<file path="src/rtl/asteroid_pkg.sv">
// asteroid_pkg -- shared definitions for the asteroid engine.
//   Direction field codes, FSM state type and the direction-validity check.
//   A 4-bit direct word is {x_field[1:0], y_field[1:0]}.
package asteroid_pkg;

    // x-field codes (direct[3:2])
    localparam logic [1:0] DIR_NONE  = 2'b00;
    localparam logic [1:0] DIR_POS_X = 2'b01;
    localparam logic [1:0] DIR_NEG_X = 2'b10;
    // y-field codes (direct[1:0]); screen y grows downward, so 01 moves up
    localparam logic [1:0] DIR_NEG_Y = 2'b01;
    localparam logic [1:0] DIR_POS_Y = 2'b10;

    typedef enum logic {
        IDLE   = 1'b0,
        MOVING = 1'b1
    } state_t;

    // A direction is usable when neither field holds the reserved 11 code
    // and at least one axis actually moves.
    function automatic logic dir_valid(input logic [3:0] d);
        return (d[3:2] != 2'b11) && (d[1:0] != 2'b11) &&
               ((d[3:2] != DIR_NONE) || (d[1:0] != DIR_NONE));
    endfunction

endpackage

</file>
<file path="src/rtl/asteroid_if.sv">
// asteroid_if -- control/status bundle between a controller and the engine.
//   start, direct, kill, pause : controller -> engine
//   moving, origin_x, origin_y, done : engine -> controller
interface asteroid_if #(
    parameter int X_W = 8,
    parameter int Y_W = 7
) ();
    logic           start;
    logic [3:0]     direct;
    logic           kill;
    logic           pause;
    logic           moving;
    logic [X_W-1:0] origin_x;
    logic [Y_W-1:0] origin_y;
    logic           done;

    modport master (
        output start, direct, kill, pause,
        input  moving, origin_x, origin_y, done
    );

    modport slave (
        input  start, direct, kill, pause,
        output moving, origin_x, origin_y, done
    );
endinterface

</file>
<file path="src/rtl/asteroid_tick_divider.sv">
// tick_divider -- movement tick timer (down-counter, terminal count at 0).
//   clk, reset : clock and async active-low reset (count clears to 0)
//   load       : restart the interval (count <= TICK_DIV-1)
//   enable     : count this clock; frozen while low
//   tick       : high on the enabled clock where the count is 0 (it reloads)
module tick_divider #(
    parameter int TICK_DIV = 2500000
) (
    input  logic clk,
    input  logic reset,
    input  logic load,
    input  logic enable,
    output logic tick
);
    // TICK_DIV = 1 would give a zero-width counter; keep one bit that stays 0.
    localparam int            CW     = (TICK_DIV > 1) ? $clog2(TICK_DIV) : 1;
    localparam logic [CW-1:0] RELOAD = CW'(TICK_DIV - 1);

    logic [CW-1:0] count;

    always_ff @(posedge clk or negedge reset) begin
        if (!reset) begin
            count <= '0;
        end else if (load) begin
            count <= RELOAD;
        end else if (enable) begin
            if (count == '0) count <= RELOAD;
            else             count <= count - CW'(1);
        end
    end

    assign tick = enable && (count == '0);
endmodule

</file>
<file path="src/rtl/asteroid_engine.sv">
// asteroid_engine -- spawns an object on a screen edge and steps it across.
//   clk, reset : system clock, async active-low reset
//   bus.start/direct : spawn request and direction (sampled in IDLE)
//   bus.kill         : abort the flight (sampled in MOVING)
//   bus.pause        : freezes tick timer and position
//   bus.moving       : flight in progress
//   bus.origin_x/y   : current position, held in IDLE
//   bus.done         : one-cycle pulse when a flight ends
//
//   state  | meaning
//   IDLE   | waiting for start with a valid direction
//   MOVING | stepping STEP pixels every TICK_DIV clocks
module asteroid_engine
    import asteroid_pkg::*;
#(
    parameter int SCREEN_W = 160,
    parameter int SCREEN_H = 120,
    parameter int X_W      = 8,
    parameter int Y_W      = 7,
    parameter int STEP     = 3,
    parameter int TICK_DIV = 2500000,
    parameter int WRAP     = 0
) (
    input  logic     clk,
    input  logic     reset,
    asteroid_if.slave bus
);
    localparam logic [X_W:0]   STEP_X = (X_W + 1)'(STEP);
    localparam logic [Y_W:0]   STEP_Y = (Y_W + 1)'(STEP);
    localparam logic [X_W:0]   SPAN_X = (X_W + 1)'(SCREEN_W);
    localparam logic [Y_W:0]   SPAN_Y = (Y_W + 1)'(SCREEN_H);
    localparam logic [X_W:0]   MAX_X  = (X_W + 1)'(SCREEN_W - 1);
    localparam logic [Y_W:0]   MAX_Y  = (Y_W + 1)'(SCREEN_H - 1);
    localparam logic [X_W-1:0] LAST_X = X_W'(SCREEN_W - 1);
    localparam logic [Y_W-1:0] LAST_Y = Y_W'(SCREEN_H - 1);
    localparam logic [X_W-1:0] MID_X  = X_W'(SCREEN_W / 2 - 1);
    localparam logic [Y_W-1:0] MID_Y  = Y_W'(SCREEN_H / 2 - 1);

    state_t         state_q, state_d;
    logic [3:0]     dir_q, dir_d;
    logic [X_W-1:0] x_q, x_d;
    logic [Y_W-1:0] y_q, y_d;
    logic           done_q, done_d;

    logic           load, enable, tick;
    logic [X_W:0]   x_sum, x_fix;
    logic [Y_W:0]   y_sum, y_fix;
    logic           x_out, y_out;

    assign load   = (state_q == IDLE) && bus.start && dir_valid(bus.direct);
    assign enable = (state_q == MOVING) && !bus.pause;

    tick_divider #(.TICK_DIV(TICK_DIV)) u_tick (
        .clk    (clk),
        .reset  (reset),
        .load   (load),
        .enable (enable),
        .tick   (tick)
    );

    // One extra bit: an underflow wraps to a value above 2^W, which the
    // single "> max" compare catches alongside an overflow.
    always_comb begin
        x_sum = {1'b0, x_q};
        case (dir_q[3:2])
            DIR_POS_X: x_sum = {1'b0, x_q} + STEP_X;
            DIR_NEG_X: x_sum = {1'b0, x_q} - STEP_X;
            default:   x_sum = {1'b0, x_q};
        endcase
        x_out = x_sum > MAX_X;
        x_fix = x_sum;
        if (x_out) x_fix = (dir_q[3:2] == DIR_NEG_X) ? x_sum + SPAN_X : x_sum - SPAN_X;

        y_sum = {1'b0, y_q};
        case (dir_q[1:0])
            DIR_POS_Y: y_sum = {1'b0, y_q} + STEP_Y;
            DIR_NEG_Y: y_sum = {1'b0, y_q} - STEP_Y;
            default:   y_sum = {1'b0, y_q};
        endcase
        y_out = y_sum > MAX_Y;
        y_fix = y_sum;
        if (y_out) y_fix = (dir_q[1:0] == DIR_NEG_Y) ? y_sum + SPAN_Y : y_sum - SPAN_Y;
    end

    always_comb begin
        state_d = state_q;
        dir_d   = dir_q;
        x_d     = x_q;
        y_d     = y_q;
        done_d  = 1'b0;
        case (state_q)
            IDLE: begin
                if (load) begin
                    dir_d   = bus.direct;
                    state_d = MOVING;
                    case (bus.direct[3:2])
                        DIR_POS_X: x_d = '0;
                        DIR_NEG_X: x_d = LAST_X;
                        default:   x_d = MID_X;
                    endcase
                    case (bus.direct[1:0])
                        DIR_POS_Y: y_d = '0;
                        DIR_NEG_Y: y_d = LAST_Y;
                        default:   y_d = MID_Y;
                    endcase
                end
            end
            MOVING: begin
                if (bus.kill) begin
                    state_d = IDLE;
                    done_d  = 1'b1;
                end else if (tick) begin
                    if ((WRAP == 0) && (x_out || y_out)) begin
                        state_d = IDLE;
                        done_d  = 1'b1;
                    end else begin
                        x_d = x_fix[X_W-1:0];
                        y_d = y_fix[Y_W-1:0];
                    end
                end
            end
            default: state_d = IDLE;
        endcase
    end

    always_ff @(posedge clk or negedge reset) begin
        if (!reset) begin
            state_q <= IDLE;
            dir_q   <= '0;
            x_q     <= '0;
            y_q     <= '0;
            done_q  <= 1'b0;
        end else begin
            state_q <= state_d;
            dir_q   <= dir_d;
            x_q     <= x_d;
            y_q     <= y_d;
            done_q  <= done_d;
        end
    end

    assign bus.moving   = (state_q == MOVING);
    assign bus.origin_x = x_q;
    assign bus.origin_y = y_q;
    assign bus.done     = done_q;
endmodule

</file>
<file path="src/flat_wrapper.sv">
// flat-port wrapper written by rule: the top's interface ports become plain ports
module asteroid_engine_flat import asteroid_pkg::*;
#(
    parameter int SCREEN_W = 160,
    parameter int SCREEN_H = 120,
    parameter int X_W      = 8,
    parameter int Y_W      = 7,
    parameter int STEP     = 3,
    parameter int TICK_DIV = 2500000,
    parameter int WRAP     = 0
)
  (clk, reset, bus_start, bus_direct, bus_kill, bus_pause, bus_moving, bus_origin_x, bus_origin_y, bus_done);
  asteroid_if #(.X_W(X_W), .Y_W(Y_W)) bus_i ();
  input  logic clk;
  input  logic reset;
  input wire logic [$bits(bus_i.start)-1:0] bus_start;
  input wire logic [$bits(bus_i.direct)-1:0] bus_direct;
  input wire logic [$bits(bus_i.kill)-1:0] bus_kill;
  input wire logic [$bits(bus_i.pause)-1:0] bus_pause;
  output wire logic [$bits(bus_i.moving)-1:0] bus_moving;
  output wire logic [$bits(bus_i.origin_x)-1:0] bus_origin_x;
  output wire logic [$bits(bus_i.origin_y)-1:0] bus_origin_y;
  output wire logic [$bits(bus_i.done)-1:0] bus_done;
  assign bus_i.start = bus_start;
  assign bus_i.direct = bus_direct;
  assign bus_i.kill = bus_kill;
  assign bus_i.pause = bus_pause;
  assign bus_moving = bus_i.moving;
  assign bus_origin_x = bus_i.origin_x;
  assign bus_origin_y = bus_i.origin_y;
  assign bus_done = bus_i.done;
  asteroid_engine #(.SCREEN_W(SCREEN_W), .SCREEN_H(SCREEN_H), .X_W(X_W), .Y_W(Y_W), .STEP(STEP), .TICK_DIV(TICK_DIV), .WRAP(WRAP)) u_core (.clk(clk), .reset(reset), .bus(bus_i));
endmodule
</file>
<file path="config.mk">
export PLATFORM = sky130hd
export DESIGN_NAME = asteroid_engine_flat
export DESIGN_NICKNAME = d
export VERILOG_FILES = /design/src/rtl/asteroid_pkg.sv /design/src/rtl/asteroid_if.sv /design/src/rtl/asteroid_tick_divider.sv /design/src/rtl/asteroid_engine.sv /design/src/flat_wrapper.sv
export SDC_FILE = /design/constraint.sdc
export NUM_CORES = 1
export LEC_CHECK = 0
export CAP_MARGIN = 30
export CELL_PAD_IN_SITES_DETAIL_PLACEMENT = 2
export CELL_PAD_IN_SITES_GLOBAL_PLACEMENT = 2
export CORE_ASPECT_RATIO = 1.25
export CORE_UTILIZATION = 37
export DETAILED_ROUTE_END_ITERATION = 6
export PLACE_DENSITY = 0.78
export SLEW_MARGIN = 20
export SYNTH_ARGS = -nofsm -noshare
export SYNTH_HDL_FRONTEND = slang
export SYNTH_SLANG_ARGS = --single-unit
</file>
<file path="constraint.sdc">
create_clock -name clk -period 3.6 [get_ports clk]
set_input_delay 0.9 -clock clk [delete_from_list [all_inputs] [get_ports clk]]
set_output_delay 0.9 -clock clk [all_outputs]
set_load 0.1 [all_outputs]
</file>
==> impl_metrics.py <==
metrics = {
    "synth": {
        "yosysMostFrequentCell": "dfrtp_1",
        "ys_seq_elements": 43,
        "seq_area_frac_synth_pct": 29.5,
        "synth.top_cell.area_share_pct": 29.5,
        "async_flop_share_pct": 100,
        "syn_area_per_cell_um2": 8.65,
        "synth-edff-count": 0,
        "yosysWarnings": 0,
        "yosys.area.top_type": "dfrtp_1",
        "netlist_top_cells_area": "dfrtp_1 29%, ha_1 7.5%, a21oi_1 4.7%, o21ai_0 3.8%, nand2_1 3.8%",
        "synthFlopType": "dfrtp_1",
        "syn-cell-area_um2": 3650,
        "syn-num-nets": 456,
        "synth.distinct_cells": 79,
        "syn_inst": 422,
        "synth_common_cells": "43 x dfrtp_1, 37 x nand2_1, 34 x a21oi_1",
    },
    "cts": {
        "insertion_delay_ps": 290,
        "clk_path_buf_depth": 2,
        "root_buffer": "clkbuf_16",
        "cts_buffers": 5,
        "htree_num_levels": 2,
        "clock-sinks": 43,
        "cts.clk_slew.worst_paths_ps": 70,
        "cts_tree": "yes",
    },
    "die": {
        "die_w_um": 90.8,
        "dieArea_um2": 10300,
        "dieHeight_um": 113,
        "io_pins": 26,
        "core-area_um2": 9610,
        "rows": 40,
        "initial_core_util_pct": 38.0,
    },
    "finish": {
        "syn_to_final_growth_pct": 16.5,
        "n_antenna_cell": 0,
        "nets": 487,
        "drive_gt1_share_pct": 16.3,
        "nFillCells": 1094,
    },
    "sta": {
        "setup_viol": 0,
        "final-max-slew-violation-count": 0,
        "fmax_ghz": 0.296,
        "rsz0062_at_grt": "false",
        "fin_skew_ps": 5.80,
        "min_period_ps": 3380,
        "tightestPinTransition_ps": 959,
        "maxSlewHeadroom_pct": 35.9,
        "fin_crit_sh_pct": 93.9,
        "setup-tns-final_ps": 0,
        "finalHoldViolations": 0,
    },
    "detailed_routing": {
        "vias": 3366,
        "drt_iter0_markers": 133,
        "viasPerCell": 5.80,
        "drcViolationCount": 0,
        "dr.pass1.iters": 4,
        "wl_per_cell_um": 20.0,
        "ant_nets": 0,
        "drt-total-wl_mm": 11.6,
    },
    "worst_setup_path": {
        "critPathLaunchType": "flip-flop",
        "setup.worst_path.end_class": "flip-flop",
        "crit_fanout": 8,
        "critPathKind": "reg -> reg",
        "worstPathRequired_ps": 3830,
        "critical_path_arrival_ps": 3610,
        "r2r_slack_ps": 220,
    },
    "pwr": {
        "worst_ir_drop_vdd_uv": 625,
        "p_leak_nw": 1.77,
        "p_total_w": 0.00398,
        "power-per-cell-area_nw_per_um2": 937,
    },
    "grt": {
        "grt_max_degree": 25,
        "grt_overflow": 0,
        "grt_pass1_vias": 3715,
        "grt_pass1_wl_mm": 19.5,
        "grtUsageTotal_pct": 23.9,
        "antenna_found_initial": 0,
    },
    "job": {
        "drv_cap": 0,
    },
    "placement": {
        "dp_hpwl_mm": 9.11,
        "gp_congestion": 0.929,
        "numPortBuffers": 25,
    },
    "min_path": {
        "hp-class": "reg -> reg",
    },
    "run_status": {
        "outcome": "finished, final reports clean",
    },
}
-- critical path, stage by stage (launching register included) --
cell,delay [ps]
dfrtp_1,330
inv_1,70
ha_1,240
fa_1,400
or4b_1,480
nand4_1,170
a21oi_1,140
a221oi_2,340
a211oi_4,100
or2_1,340
a21oi_1,480
o32a_1,220
-- cell type report --
class,count,area (µm²),area share (%)
clock buffer,5,125,2.94
clock inverter,3,47.5,1.12
inverter,30,113,2.65
multi-input combinational,328,2360,55.4
sequential,43,1080,25.4
tap,126,158,3.71
timing repair buffer,45,375,8.83
-- sequential cells by signal, indices dropped and copies added, names as in the netlist --
name and cells:
u_core.bus.origin_x 8, u_core.bus.origin_y 7, u_core.bus.done 1, u_core.bus.moving 1
u_core.dir_q 4, u_core.u_tick.count 22
-- cells by family (layout without fill, tap and decap cells) --
group / count (synthesis) / after routing / share of synthesized area, %
buffers and inverters: 51 / 83 / 6.10
XOR/XNOR: 18 / 18 / 4.32
AO/OA/AOI/OAI: 118 / 118 / 22.6
flip-flops: 43 / 43 / 29.5
AND/OR/NAND/NOR: 155 / 155 / 24.6
multiplexers: 12 / 12 / 3.74
adder cells (fa/ha/maj): 25 / 25 / 9.19
-- through the flow --
stage | cell area (µm²) | hold slack [ps] | worst slack [ps] | util (%) | cells
4_1_cts | 4250 | 516 | 194 | 44.2 | 580
5_1_grt | 4250 | 556 | 7.53 | 44.3 | 580
6_report | 4250 | 508 | 218 | 44.3 | 580
2_1_floorplan | 3650 | 456 | 155 | - | 422
3_3_place_gp | 4050 | 477 | 320 | 42.1 | 571
3_5_place_dp | 4080 | 498 | 210 | 42.4 | 572
-- worst paths after layout --
| kind | startpoint | cells past startpoint | to |
|---|---|---|---|
| max | u_core.dir_q[2] | 11 | u_core.bus.origin_y[1] |
| min | u_core.dir_q[0] | 2 | u_core.dir_q[0] |
| max reg2reg | u_core.dir_q[2] | 11 | u_core.bus.origin_y[1] |
| min reg2reg | u_core.dir_q[0] | 2 | u_core.dir_q[0] |
| max in group asynchronous | reset | 2 | u_core.u_tick.count[8] |
| min in group asynchronous | reset | 1 | u_core.u_tick.count[13] |
-- routing by layer --
| metal | global-route usage, % | routed length, µm | part of all wire, % |
|---|---|---|---|
| met1 | 28.7 | 5020 | 43 |
| met3 | 2.22 | 155 | 1.3 |
| met4 | 8.68 | 280 | 2.4 |
| met2 | 44.1 | 6140 | 53 |
| met5 | 0 | 0 | 0 |
-- timing repair --
action / 4_1_cts / 5_1_grt
endpoints found under the setup margin: 0 / 1
hold buffers: 0 / 0
resized for setup: 0 / 1
setup buffers: 0 / 0
-- cell usage in the layout, fill, tap and decap left out, drive strengths merged, types with 4 or more instances in the layout --
cell type       n
nand2          37
o32a            5
xnor2          14
or4             5
inv            30
nor3b           4
ha             22
mux2i           8
clkbuf          5
a21oi          34
nor4            6
a211oi          5
buf            37
and3            5
or3             8
dfrtp          43
xor2            4
nor4b           4
and4            4
nand3           9
or2             6
o21ai          28
mux2            4
o211ai          8
nor2           29
clkdlybuf4s50   8
nor2b           5
nor3           14
-- where the power goes --
part,switching (W),internal [W],leakage (nW)
Clock,0.000212,0.000331,0.0844
Sequential,0.000174,0.000587,0.492
Combinational,0.00177,0.000911,1.19
Power figures use the tool's default switching activity.
==> RTL edit: new RTL, same settings <==
Take the reset off `x_q` and `y_q` and load them in a clocked block of their own.
--- a/src/rtl/asteroid_engine.sv
+++ b/src/rtl/asteroid_engine.sv
@@ -127,16 +127,17 @@
         if (!reset) begin
             state_q <= IDLE;
             dir_q   <= '0;
-            x_q     <= '0;
-            y_q     <= '0;
             done_q  <= 1'b0;
         end else begin
             state_q <= state_d;
             dir_q   <= dir_d;
-            x_q     <= x_d;
-            y_q     <= y_d;
             done_q  <= done_d;
         end
+    end
+
+    always_ff @(posedge clk) begin
+        x_q <= x_d;
+        y_q <= y_d;
     end
 
     assign bus.moving   = (state_q == MOVING);
Check against the original RTL: not equivalent (Yosys sat finds a counterexample within 4 cycles, from zero or initial values and one cycle with reset low).
==> RTL edit against the unedited design <==
- non-clock buffer count up 10
- first-iteration DRC count rose by 12%
- die area is 4.6% lower
- sequential share of layout area increased by 1.6 points
- cell count grew 0.52%
- wire length grew 5.6%
- cell area increased by 0.53%
- total power rose by 3.9%
- sequential cell count is the same
- worst setup slack worse by 0.17 ns
- clock power down 15%
- area after synthesis fell by 4.7%
- fmax shrank 4.7%
==> RTL edit: results (changes against the unedited design) <==
Lkg Pwr: 1.68 nW (was 1.77 nW)
status: finished, final reports clean (unchanged)
FF-to-FF setup slack: 0.05 ns (was 0.22 ns)
hold depth: 1 (was 2)
Reg2Reg Depth: 14 (was 11)
placed cell areas: 4020 sq um (was 4080 sq um)
Placer Congestion: 0.793 (was 0.929)
Post-DP HPWL: 9050 um (was 9110 um)
Hold Crit Start: u_core.u_tick.count[18] (was u_core.dir_q[0])
number of synthesized flops with an enable pin: 15 (was 0)
clk_skew: 0.00375 ns (was 0.00580 ns)
Max Root-Sink Buffers: 2 (unchanged)
fin nets: 494 (was 487)
ys async rst share: 65.1% (was 100%)
first-pass GRT wire length: 19300 um (was 19500 um)
drt initial violations: 149 (was 133)
relative slew slack: 59.2% (was 35.9%)
data arrival time of the critical path: 3.58 ns (was 3.61 ns)
Avg WL per Cell: 21.0 um (was 20.0 um)
Critical R2R Capture: u_core.bus.origin_y[6] (was u_core.bus.origin_y[1])
share of the synthesized area in the top cell type: 20.1% (was 29.5%)
Unique masters post-synth: 70 (was 79)
total track usage: 25.7% (was 23.9%)
Root Buffer: clkbuf_16 (unchanged)
worst r2r src: u_core.dir_q[0] (was u_core.dir_q[2])
initial antenna violation count: 0 (unchanged)
top cells by count, synth: o21ai_0 (43), nand2_1 (40), nor2_1 (38) (was dfrtp_1 (43), nand2_1 (37), a21oi_1 (34))
Seq/Total Area, Yosys: 33.1% (was 29.5%)
Worst Path Max Fanout: 10 (was 8)
pin count of the biggest net entering global routing: 29 (was 25)
via count: 3385 (was 3366)
share of layout cells above drive strength 1: 18.7% (was 16.3%)
vias in the first global route: 3827 (was 3715)
top cells by area, synth: dfrtp_1 (20%), edfxtp_1 (13%), ha_1 (8.3%), o21ai_0 (6.2%), xnor2_1 (5.0%) (was dfrtp_1 (29%), ha_1 (7.5%), a21oi_1 (4.7%), o21ai_0 (3.8%), nand2_1 (3.8%))
Syn Nets: 446 (was 456)
Worst Hold End: u_core.u_tick.count[18] (was u_core.dir_q[0])
[RTL edit: layout make-up]
class	count	area [sq um]
multi-input combinational	328	2280
clock buffer	5	125
inverter	26	97.6
clock inverter	3	17.5
tap	123	154
timing repair buffer	55	449
sequential	43	1150
fill	1020	4850
[RTL edit: cell families after synthesis]
logic type               count (synthesis)  synth area share [%]
AND/OR/NAND/NOR                        149                  21.6
AO/OA/AOI/OAI                          124                  23.1
flip-flops                              43                  33.1
buffers and inverters                   40                  4.78
XOR/XNOR                                26                  6.54
adder cells (fa/ha/maj)                 26                  10.0
multiplexers                             3                 0.935
[RTL edit: repair_timing]
action,4_1_cts,5_1_grt
endpoints found under the setup margin,2,17
pin swaps,0,8
gates resized for setup,5,10
setup buffers,0,3
[RTL edit: how the worst max path moves through the flow]
stage	start	end	slack, ns	cells past startpoint
after global routing	u_core.dir_q[1]	u_core.bus.origin_y[6]	-0.05	15
after global placement	bus_direct[2]	u_core.bus.origin_y[1]	0.16	8
final	u_core.dir_q[0]	u_core.bus.origin_y[6]	0.05	14
after floorplan	u_core.bus.origin_x[3]	u_core.bus.origin_x[7]	0.003	13
after CTS	u_core.dir_q[1]	u_core.bus.origin_y[6]	0.04	15
after detailed placement	u_core.dir_q[0]	u_core.bus.origin_y[6]	-0.02	14
[RTL edit: metal layers]
layer  vias to the layer above  global-route usage, %  part of all wire [%]
met5                         -                      0                     0
met4                         0                   7.74                   1.0
met3                        12                   4.11                   1.8
met2                        39                   48.2                    57
met1                      1735                   28.7                    41
li1                       1599                      -                     -
[RTL edit: where the power goes]
part / leakage (nW) / internal, mW / total (mW) / switching (mW)
Sequential: 0.468 / 0.661 / 0.771 / 0.110
Combinational: 1.14 / 1.12 / 2.91 / 1.79
Clock: 0.0745 / 0.257 / 0.459 / 0.202
[RTL edit: through the flow]
step / hold slack [ns] / setup WS, ns / std cells / setup TNS (ns) / util, %
2_1_floorplan: 0.438 / 0.00326 / 411 / 0 / -
3_3_place_gp: 0.458 / 0.156 / 572 / 0 / 44.1
3_5_place_dp: 0.474 / -0.0215 / 572 / -0.0415 / 44.1
4_1_cts: 0.481 / 0.0366 / 580 / 0 / 45.8
5_1_grt: 0.486 / -0.0466 / 583 / -0.0466 / 46.9
6_report: 0.478 / 0.0515 / 583 / 0 / 46.9
[RTL edit: worst max-delay path: stages (launching register included)]
cell and delay [ns]:
dfrtp_1 0.42, ha_4 0.21, buf_6 0.16, ha_1 0.34, o21ai_0 0.13, o21ai_0 0.18, a21oi_1 0.11, xnor2_1 0.15
mux2_2 0.31, ha_4 0.29, nand2_1 0.10, o21a_1 0.24, xnor2_1 0.32, a22o_1 0.23, a211oi_2 0.08
